`src/rtl/conv_encoder_1_2.sv`:
```
// Rate-1/2 feed-forward convolutional encoder, constraint length K, octal generators.
// One bit in per accepted cycle, one registered 2-bit symbol out one edge later.
module conv_encoder_1_2 #(
  parameter int unsigned K      = 7,
  parameter int unsigned G0_OCT = 'o171,
  parameter int unsigned G1_OCT = 'o133
) (
  input  logic         clk,
  input  logic         rst,
  input  logic         seed_load,
  input  logic [K-2:0] seed_value,
  input  logic         in_valid,
  input  logic         in_bit,
  output logic         out_valid,
  output logic [1:0]   out_sym
);

  localparam int unsigned M = K - 1;
  localparam logic [K-1:0] MASK0 = G0_OCT[K-1:0];
  localparam logic [K-1:0] MASK1 = G1_OCT[K-1:0];

  logic [M-1:0] state_q, state_d;
  logic [1:0]   out_sym_q, out_sym_d;
  logic         out_valid_q, out_valid_d;
  logic [K-1:0] taps;

  // taps[K-1] is the incoming bit, taps[0] the oldest remembered bit
  assign taps = {in_bit, state_q};

  always_comb begin
    state_d     = state_q;
    out_sym_d   = out_sym_q;
    out_valid_d = 1'b0;
    if (seed_load) begin
      state_d = seed_value;
    end else if (in_valid) begin
      out_sym_d   = {^(taps & MASK0), ^(taps & MASK1)};
      out_valid_d = 1'b1;
      state_d     = {in_bit, state_q[M-1:1]};
    end
  end

  always_ff @(posedge clk or negedge rst) begin
    if (!rst) begin
      state_q     <= '0;
      out_sym_q   <= '0;
      out_valid_q <= 1'b0;
    end else begin
      state_q     <= state_d;
      out_sym_q   <= out_sym_d;
      out_valid_q <= out_valid_d;
    end
  end

  assign out_valid = out_valid_q;
  assign out_sym   = out_sym_q;

endmodule

```
`config.mk`:
```
export PLATFORM = sky130hd
export DESIGN_NAME = conv_encoder_1_2
export DESIGN_NICKNAME = d
export VERILOG_FILES = /design/src/rtl/conv_encoder_1_2.sv
export SDC_FILE = /design/constraint.sdc
export NUM_CORES = 1
export LEC_CHECK = 0
export CAP_MARGIN = 40
export CORE_AREA = 5 5 42 44
export CTS_BUF_LIST = sky130_fd_sc_hd__clkbuf_16
export CTS_CLUSTER_DIAMETER = 60
export DETAILED_ROUTE_END_ITERATION = 16
export DIE_AREA = 0 0 47 49
export GPL_TIMING_DRIVEN = 0
export SLEW_MARGIN = 20
export SYNTH_ARGS = -nofsm -noshare
export SYNTH_HDL_FRONTEND = slang
export SYNTH_SLANG_ARGS = --single-unit
```
`constraint.sdc`:
```
create_clock -name clk -period 1.3 [get_ports clk]
set_input_delay 0.195 -clock clk [delete_from_list [all_inputs] [get_ports clk]]
set_output_delay 0.195 -clock clk [all_outputs]
set_load 0.02 [all_outputs]
```
# Word level (Yosys, flattened, before mapping)
# Index checks and enable logic that the tools add are counted.
# op_classes
n_bitwise,1
n_reduce_logical,4
mux,4
# op_table
op,n
$reduce_xor 7->1,2
$mux 6,2
$mux 1,2
$reduce_and 2->1,1
$reduce_bool 2->1,1
$not 1->1,1
# totals
regBits,9
output_inout_bits,3
wordCells,12
in_bits,11

# Depth between registers and ports, before layout
# Gate-level depths: netlist of run 1.
# depth
ltp_word,2
ltp_mapped,4
depth_no_buf,3

# Worst setup path before layout of run 1
# Ideal clock, no wire load.
# synth_path
kind,flip-flop to flip-flop
start,reg state_q[4]
end,reg out_sym_q[0] (netlist: out_sym[0])
path_buffers,0
synth_period_minus_slack_ps,1113
setup_slack_ps,187
t_arrival_ps,1037
required_time_ps,1224
stages_incl_launch_ff,4
setup_time_ps,76
cell_sequence,dfrtp_1 -> xnor2_2 -> xnor3_1 -> o21ai_1
# synth_via
elab_chain_cells,1
# synth_rtl
item,line,rtl
from (decl),22,"logic [M-1:0] state_q, state_d;"
from (signal assigned),49,state_q <= state_d;
$reduce_xor 7->1,37,"out_sym_d = {^(taps & MASK0), ^(taps & MASK1)};"
to (signal assigned),50,out_sym_q <= out_sym_d;
to (decl),23,"logic [1:0] out_sym_q, out_sym_d;"
# Every way passes these cells.
# A chain may end at the register's enable or synchronous reset.

# Worst setup path in the final report of run 1
# Ends and elaborated chain as after synthesis.

==> results by group, run 1 <==
Status
  – Status: completed

Detailed routing
  – WL per Instance: approximately 11 um
  – Via density: 4.51
  – Routed Antenna Nets: 0
  – DRC violations left: 0
  – First drt pass iteration count: 2
  – Initial DRC Count: 2
  – Final WL: ~800 um
  – Vias: 320

Yosys
  – Mapped Cells: 39
  – Combinational family with the most area after synthesis: XOR/XNOR gates
  – Synthesized flop and latch total: 9
  – Synth Area in Compound Gates: 0.0901
  – Syn. warnings: 0
  – Syn avg cell area: between 10 and 15 um2
  – Cell Area, Synth: 444 um2
  – Adder and majority cell fraction of the synthesized area: 0
  – Simple-gate area share of the yosys netlist: 0.0817
  – Post-synthesis mux area share: 0.135
  – Sequential share of the synthesized area: 0.507
  – Synth unique cells: 12
  – Syn nets: 50
  – Synth Area in XOR/XNOR: 0.158

STA
  – Final setup fails: 0
  – Rel. slew slack: 0.728
  – Fin. Hold Viols: 0
  – Skew final: 0.000925 ns
  – Final worst path period need: between 1 and 1.5 ns
  – Pins over their slew limit: 0
  – Final TNS setup: 0 ns
  – Fin crit share: 0.908
  – Worst-margin pin slew: roughly 0.41 ns
  – Max Freq: 847 MHz
  – Unrepaired setup endpoints after global routing: false

Die
  – Die Y: approximately 50 um
  – Die width: roughly 47 um
  – Core ar.: 1400 um2
  – Row count: 14
  – I/O pin cnt: 14
  – Die ar.: around 2300 um2
  – Initial Utilization: 0.317

Placement
  – Gpl congestion: 0.771
  – HPWL Detailed: between 600 and 700 um
  – IO buf count: 12

CTS
  – Reg clk slew, reported paths: ~0.040 ns
  – CTS H-Tree Depth: 1
  – Num CTS Buffers: 3
  – Clk_lat worst skew: between 0.2 and 0.25 ns
  – Clk buf depth: 2
  – CTS tree: done
  – Root Buffer: clkbuf_16
  – Post-CTS setup buffers: 0
  – Clock sink count: 9

Final layout
  – Fin nets: 67
  – Area grow syn2layout: 48.5%
  – Layout cells sized above 1: 0.0909
  – # diodes: 0

Pwr
  – Power per standard cell area: approximately 1700 nW/um2
  – Clk pwr share: 0.488
  – Max rail drop VDD: about 0.75 mV
  – Logic pwr share: 0.195
  – Switching Share: 0.228
  – NetSw: roughly 0.25 mW
  – Internal: ~0.84 mW
  – Leak Pwr: 0.327 nW
  – Final total power: about 1.1 mW
  – Reg power frac: 0.318

Critical path
  – Setup CP Type: flop to flop
  – CP endpoint kind: flop
  – CP cell instances: xnor2_2, xnor3_1, o21ai_1
  – Crit path largest cell delay: 0.41 ns
  – CP bufs+invs: 0
  – CP startpoint kind: flop
  – Crit path DAT: roughly 1.3 ns
  – Critical Path Slowest Stage Cell: dfrtp_1
  – Worst path top cell family by delay: XOR/XNOR gates
  – CP max FO: 3
  – Critical path data required time: between 1 and 1.5 ns

Global routing
  – First-pass GRT wire length: 1380 um
  – Vias in the first global route: 325
  – Initial antenna violation count: 0
  – Pin count of the biggest net entering global routing: 11
  – Gr ovfl total: 0
  – GRT Resource Usage Total: 0.0906

Min path
  – Hold Crit Class: input pin to async pin

Flow run
  – # Max-Cap Violations: 0
-- path summary, 6_finish.rpt --
check | from | end | slack (ns) | cells past startpoint
worst max-delay path | state_q[4] | out_sym[0] | 0.12 | 3
worst min-delay path | rst | out_valid | 0.26 | 1
worst max register to register | state_q[4] | out_sym[0] | 0.12 | 3
worst min register to register | out_sym[0] | out_sym[0] | 0.47 | 2
max in group asynchronous | rst | state_q[4] | 0.75 | 1
min in group clk | in_valid | out_valid | 0.40 | 3
-- worst reg2reg max path: stages (launching register included) --
cell	delay [ns]
dfrtp_1	0.41
xnor2_2	0.23
xnor3_1	0.35
o21ai_1	0.12
-- registers in the layout, indices dropped and copies added (netlist names) --
signal,cells
out_valid,1
state_q,6
out_sym,2
-- Yosys cell counts, drive strengths merged --
master,number,share of area
buf,1,0.011
clkbuf,1,0.0084
dfrtp,9,0.51
inv,1,0.0084
mux2i,6,0.14
nand2,8,0.068
nand2b,1,0.014
o21ai,8,0.090
xnor2,2,0.056
xnor3,2,0.10
-- power groups by stage --
stage	Combinational, mW	Sequential, mW	Clock, mW
floorplan	0.110	0.378	0
global placement	0.231	0.353	0
detailed placement	0.233	0.354	0
CTS	0.218	0.349	0.543
global route	0.233	0.355	0.556
finish	0.213	0.347	0.533
-- layout by cell type (no fill, tap or decap) --
master / netlist / layout
buf_2: 1 / 1
clkbuf_1: 1 / 1
clkbuf_16: 0 / 3
clkdlybuf4s50_1: 0 / 9
dfrtp_1: 9 / 9
dlygate4sd2_1: 0 / 3
inv_1: 1 / 2
mux2i_1: 6 / 6
nand2_1: 8 / 8
nand2b_1: 1 / 1
o21ai_0: 6 / 6
o21ai_1: 2 / 2
xnor2_1: 1 / 1
xnor2_2: 1 / 1
xnor3_1: 2 / 2
-- repair_timing --
action,4_1_cts,5_1_grt
endpoints found under the hold margin,0,0
setup endpoints to repair,3,0
resized for setup,3,0
hold buffers,0,0
-- cell type report --
type / instances / area (um2)
Fill cell: 145 / 742
Sequential cell: 9 / 225
Multi-Input combinational cell: 27 / 206
Timing Repair Buffer: 12 / 116
Clock buffer: 3 / 75.1
Tap cell: 16 / 20.0
Buffer: 2 / 8.76
Clock inverter: 1 / 3.75
Inverter: 1 / 3.75
-- kinds of logic after synthesis --
logic type      count (synthesis)
compound gates                  8
flops                           9
xor+xnor                        4
mux                             6
simple gates                    9
buf+inv                         3
-- routing by layer --
metal,vias to the layer above,track usage,routed length [um]
met5,-,0,0
met4,0,0.0691,30
met3,5,0.0554,85
met2,12,0.118,344
met1,140,0.103,324
li1,163,-,-
-- metrics by stage --
| stage | utilization | setup WS (ns) | cells | cell area [um2] | hold WS (ns) |
|---|---|---|---|---|---|
| 6_report | 0.471 | 0.120 | 71 | 659 | 0.260 |
| 5_1_grt | 0.471 | 0.0635 | 71 | 659 | 0.314 |
| 4_1_cts | 0.471 | 0.110 | 71 | 659 | 0.270 |
| 3_5_place_dp | 0.417 | -0.122 | 67 | 584 | 0.475 |
| 3_3_place_gp | 0.417 | -0.121 | 67 | 584 | 0.472 |
| 2_1_floorplan | - | 0.187 | 39 | 444 | -0.101 |
Note: power is estimated with default switching activity, not from simulation.
==> inputs of run 2 (changes only) <==
Clock period 1.3 ns to 1.1 ns, I/O delays scaled along.
==> results by group, run 2 (synthesis results as in run 1) <==
STA
  – Worst setup margin: -0.0790 ns (-0.199 ns)
  – Pins over their slew limit: 0 (unchanged)
  – Final setup fails: 2 (+2)
  – Skew final: 0.000465 ns (-0.000460 ns)
  – Worst-margin pin slew: 0.415 ns (+0.00834 ns)
  – Final TNS setup: -0.149 ns (-0.149 ns)
  – Fin. Hold Viols: 0 (unchanged)
  – Max Freq: 848 MHz (+0.11%)
  – Rel. slew slack: 0.723 (-0.00558)
  – Unrepaired setup endpoints after global routing: true
  – Fin crit share: 1.07 (+0.164)
  – Final worst path period need: 1.18 ns (-0.00127 ns)

Final layout
  – # diodes: 0 (unchanged)
  – Fin nets: 69 (+3.0%)
  – Layout cells sized above 1: 0.158 (+0.0670)
  – Most frequent cells in the layout: clkdlybuf4s50_1 (9), dfrtp_1 (9), nand2_1 (8), mux2i_1 (6), o21ai_0 (6)
  – Reg with most FFs: state_q
  – Max FFs per register: 6 (unchanged)
  – Area grow syn2layout: 54.4%
  – Final Cell Area: 686 um2 (+4.0%)

Detailed routing
  – First drt pass iteration count: 3 (+1)
  – DRC violations left: 0 (unchanged)
  – WL per Instance: 11.7 um (+6.1%)
  – Routed Antenna Nets: 0 (unchanged)
  – Via density: 4.49 (-0.31%)
  – Final WL: 855 um (+9.1%)
  – Initial DRC Count: 5 (+3)
  – Vias: 328 (+2.5%)

Critical path
  – CP startpoint kind: flop
  – Setup CP Type: flop to flop
  – Critical Path Slowest Stage Cell: dfrtp_1
  – CP endpoint kind: flop
  – Crit path largest cell delay: 0.40 ns (about the same)
  – Critical path data required time: 1.25 ns (-0.21 ns)
  – Worst path top cell family by delay: XOR/XNOR gates
  – Crit path DAT: 1.33 ns (about the same)
  – CP bufs+invs: 0 (unchanged)
  – CP cell instances: xnor2_2, xnor3_1, o21ai_1
  – CP max FO: 2 (-1)

Die
  – Initial Utilization: 0.317 (unchanged)
  – Core ar.: 1400 um2 (unchanged)
  – Die Y: 49 um (unchanged)
  – Row count: 14 (unchanged)
  – Die ar.: 2300 um2 (unchanged)
  – Die width: 47 um (unchanged)
  – I/O pin cnt: 14 (unchanged)

Status
  – Violated checks: negative setup slack
  – Status: complete, but fails checks

Pwr
  – Power per standard cell area: 1920 nW/um2 (+16%)
  – Max rail drop VDD: 0.794 mV (+6.0%)
  – Leak Pwr: 0.341 nW (+4.5%)

Placement
  – IO buf count: 12 (unchanged)
  – Gpl congestion: 0.755 (-2.1%)
  – HPWL Detailed: 639 um (+4.8%)
  – Dpl cell area: 584 um2 (unchanged)

CTS
  – Reg clk slew, reported paths: 0.04 ns (about the same)
  – Clock sink count: 9 (unchanged)
  – Root Buffer: clkbuf_16
  – Clk_lat worst skew: 0.23 ns (about the same)
  – Number of hold buffers added after cts: 0 (unchanged)
  – Clk buf depth: 2 (unchanged)
  – CTS H-Tree Depth: 1 (unchanged)
  – Num CTS Buffers: 3 (unchanged)
  – CTS tree: done

Global routing
  – Initial antenna violation count: 0 (unchanged)
  – GRT Resource Usage Total: 0.0891 (-0.00155)
  – First-pass GRT wire length: 1440 um (+4.5%)
  – Gr ovfl total: 0 (unchanged)
  – Pin count of the biggest net entering global routing: 11 (unchanged)
  – Vias in the first global route: 351 (+8.0%)

Min path
  – Hold Crit Class: input pin to async pin

Flow run
  – # Max-Cap Violations: 0 (unchanged)
[run 2: cell count changes in the layout (fill, tap and decap cells not counted)]
cell and delta:
dlygate4sd2_1 -2, xnor2_2 +1, clkbuf_2 +1, xnor2_1 -1, clkdlybuf4s15_1 +2, buf_4 +2
clkbuf_1 -1
[run 2: layout make-up]
class / count / area (um2)
Fill cell: 136 / 716
Clock buffer: 3 / 75.1
Sequential cell: 9 / 225
Buffer: 2 / 10.0
Timing Repair Buffer: 14 / 134
Inverter: 1 / 3.75
Multi-Input combinational cell: 27 / 214
Tap cell: 16 / 20.0
Clock inverter: 1 / 3.75
[run 2: metal layers]
layer  share of wire  vias up  track usage
met1            0.43      153       0.0982
met3           0.083        0       0.0369
met4               0        0       0.0553
met2            0.48        9        0.136
li1                -      166            -
met5               0        -            0
[run 2: timing repair]
item                                    in CTS  in global routing
hold endpoints to repair                     0                  0
pin swaps                                    4                  2
endpoints found under the setup margin       5                 10
cloned                                       0                  0
gates resized for setup                      4                  4
buffers inserted                             1                  1
[run 2: stage by stage]
step                      utilization  worst slack (ns)  instances  power (mW)  hold slack (ns)
after floorplan                     -            0.0144         39       0.577           -0.131
after global placement          0.417            -0.320         67       0.690            0.472
after detailed placement        0.417            -0.351         67       0.696            0.485
after CTS                       0.481           -0.0936         72        1.33            0.251
after global routing            0.489            -0.147         73        1.38            0.273
final                           0.489           -0.0790         73        1.32            0.238
[run 2: worst reg2reg max path, cell delays in order (launching register included)]
cell and delay [ns]:
dfrtp_1 0.40, xnor2_2 0.23, xnor3_1 0.34, o21ai_1 0.13
[run 2: final timing paths]
| path | slack, ns | start | to | cells past startpoint |
|---|---|---|---|---|
| worst min register to register | 0.49 | out_sym[0] | out_sym[0] | 2 |
| max in group asynchronous | 0.57 | rst | state_q[3] | 1 |
| worst max register to register | -0.08 | state_q[4] | out_sym[1] | 3 |
| worst min-delay path | 0.24 | rst | out_valid | 1 |
| worst max-delay path | -0.08 | state_q[4] | out_sym[1] | 3 |
| min in group clk | 0.36 | in_valid | out_valid | 3 |
[run 2: power by group]
group / switching (mW) / internal (mW) / total (mW) / leakage, nW
clock network: 0.147 / 0.474 / 0.621 / 0.0423
registers: 0.0353 / 0.382 / 0.417 / 0.111
logic: 0.117 / 0.164 / 0.281 / 0.188
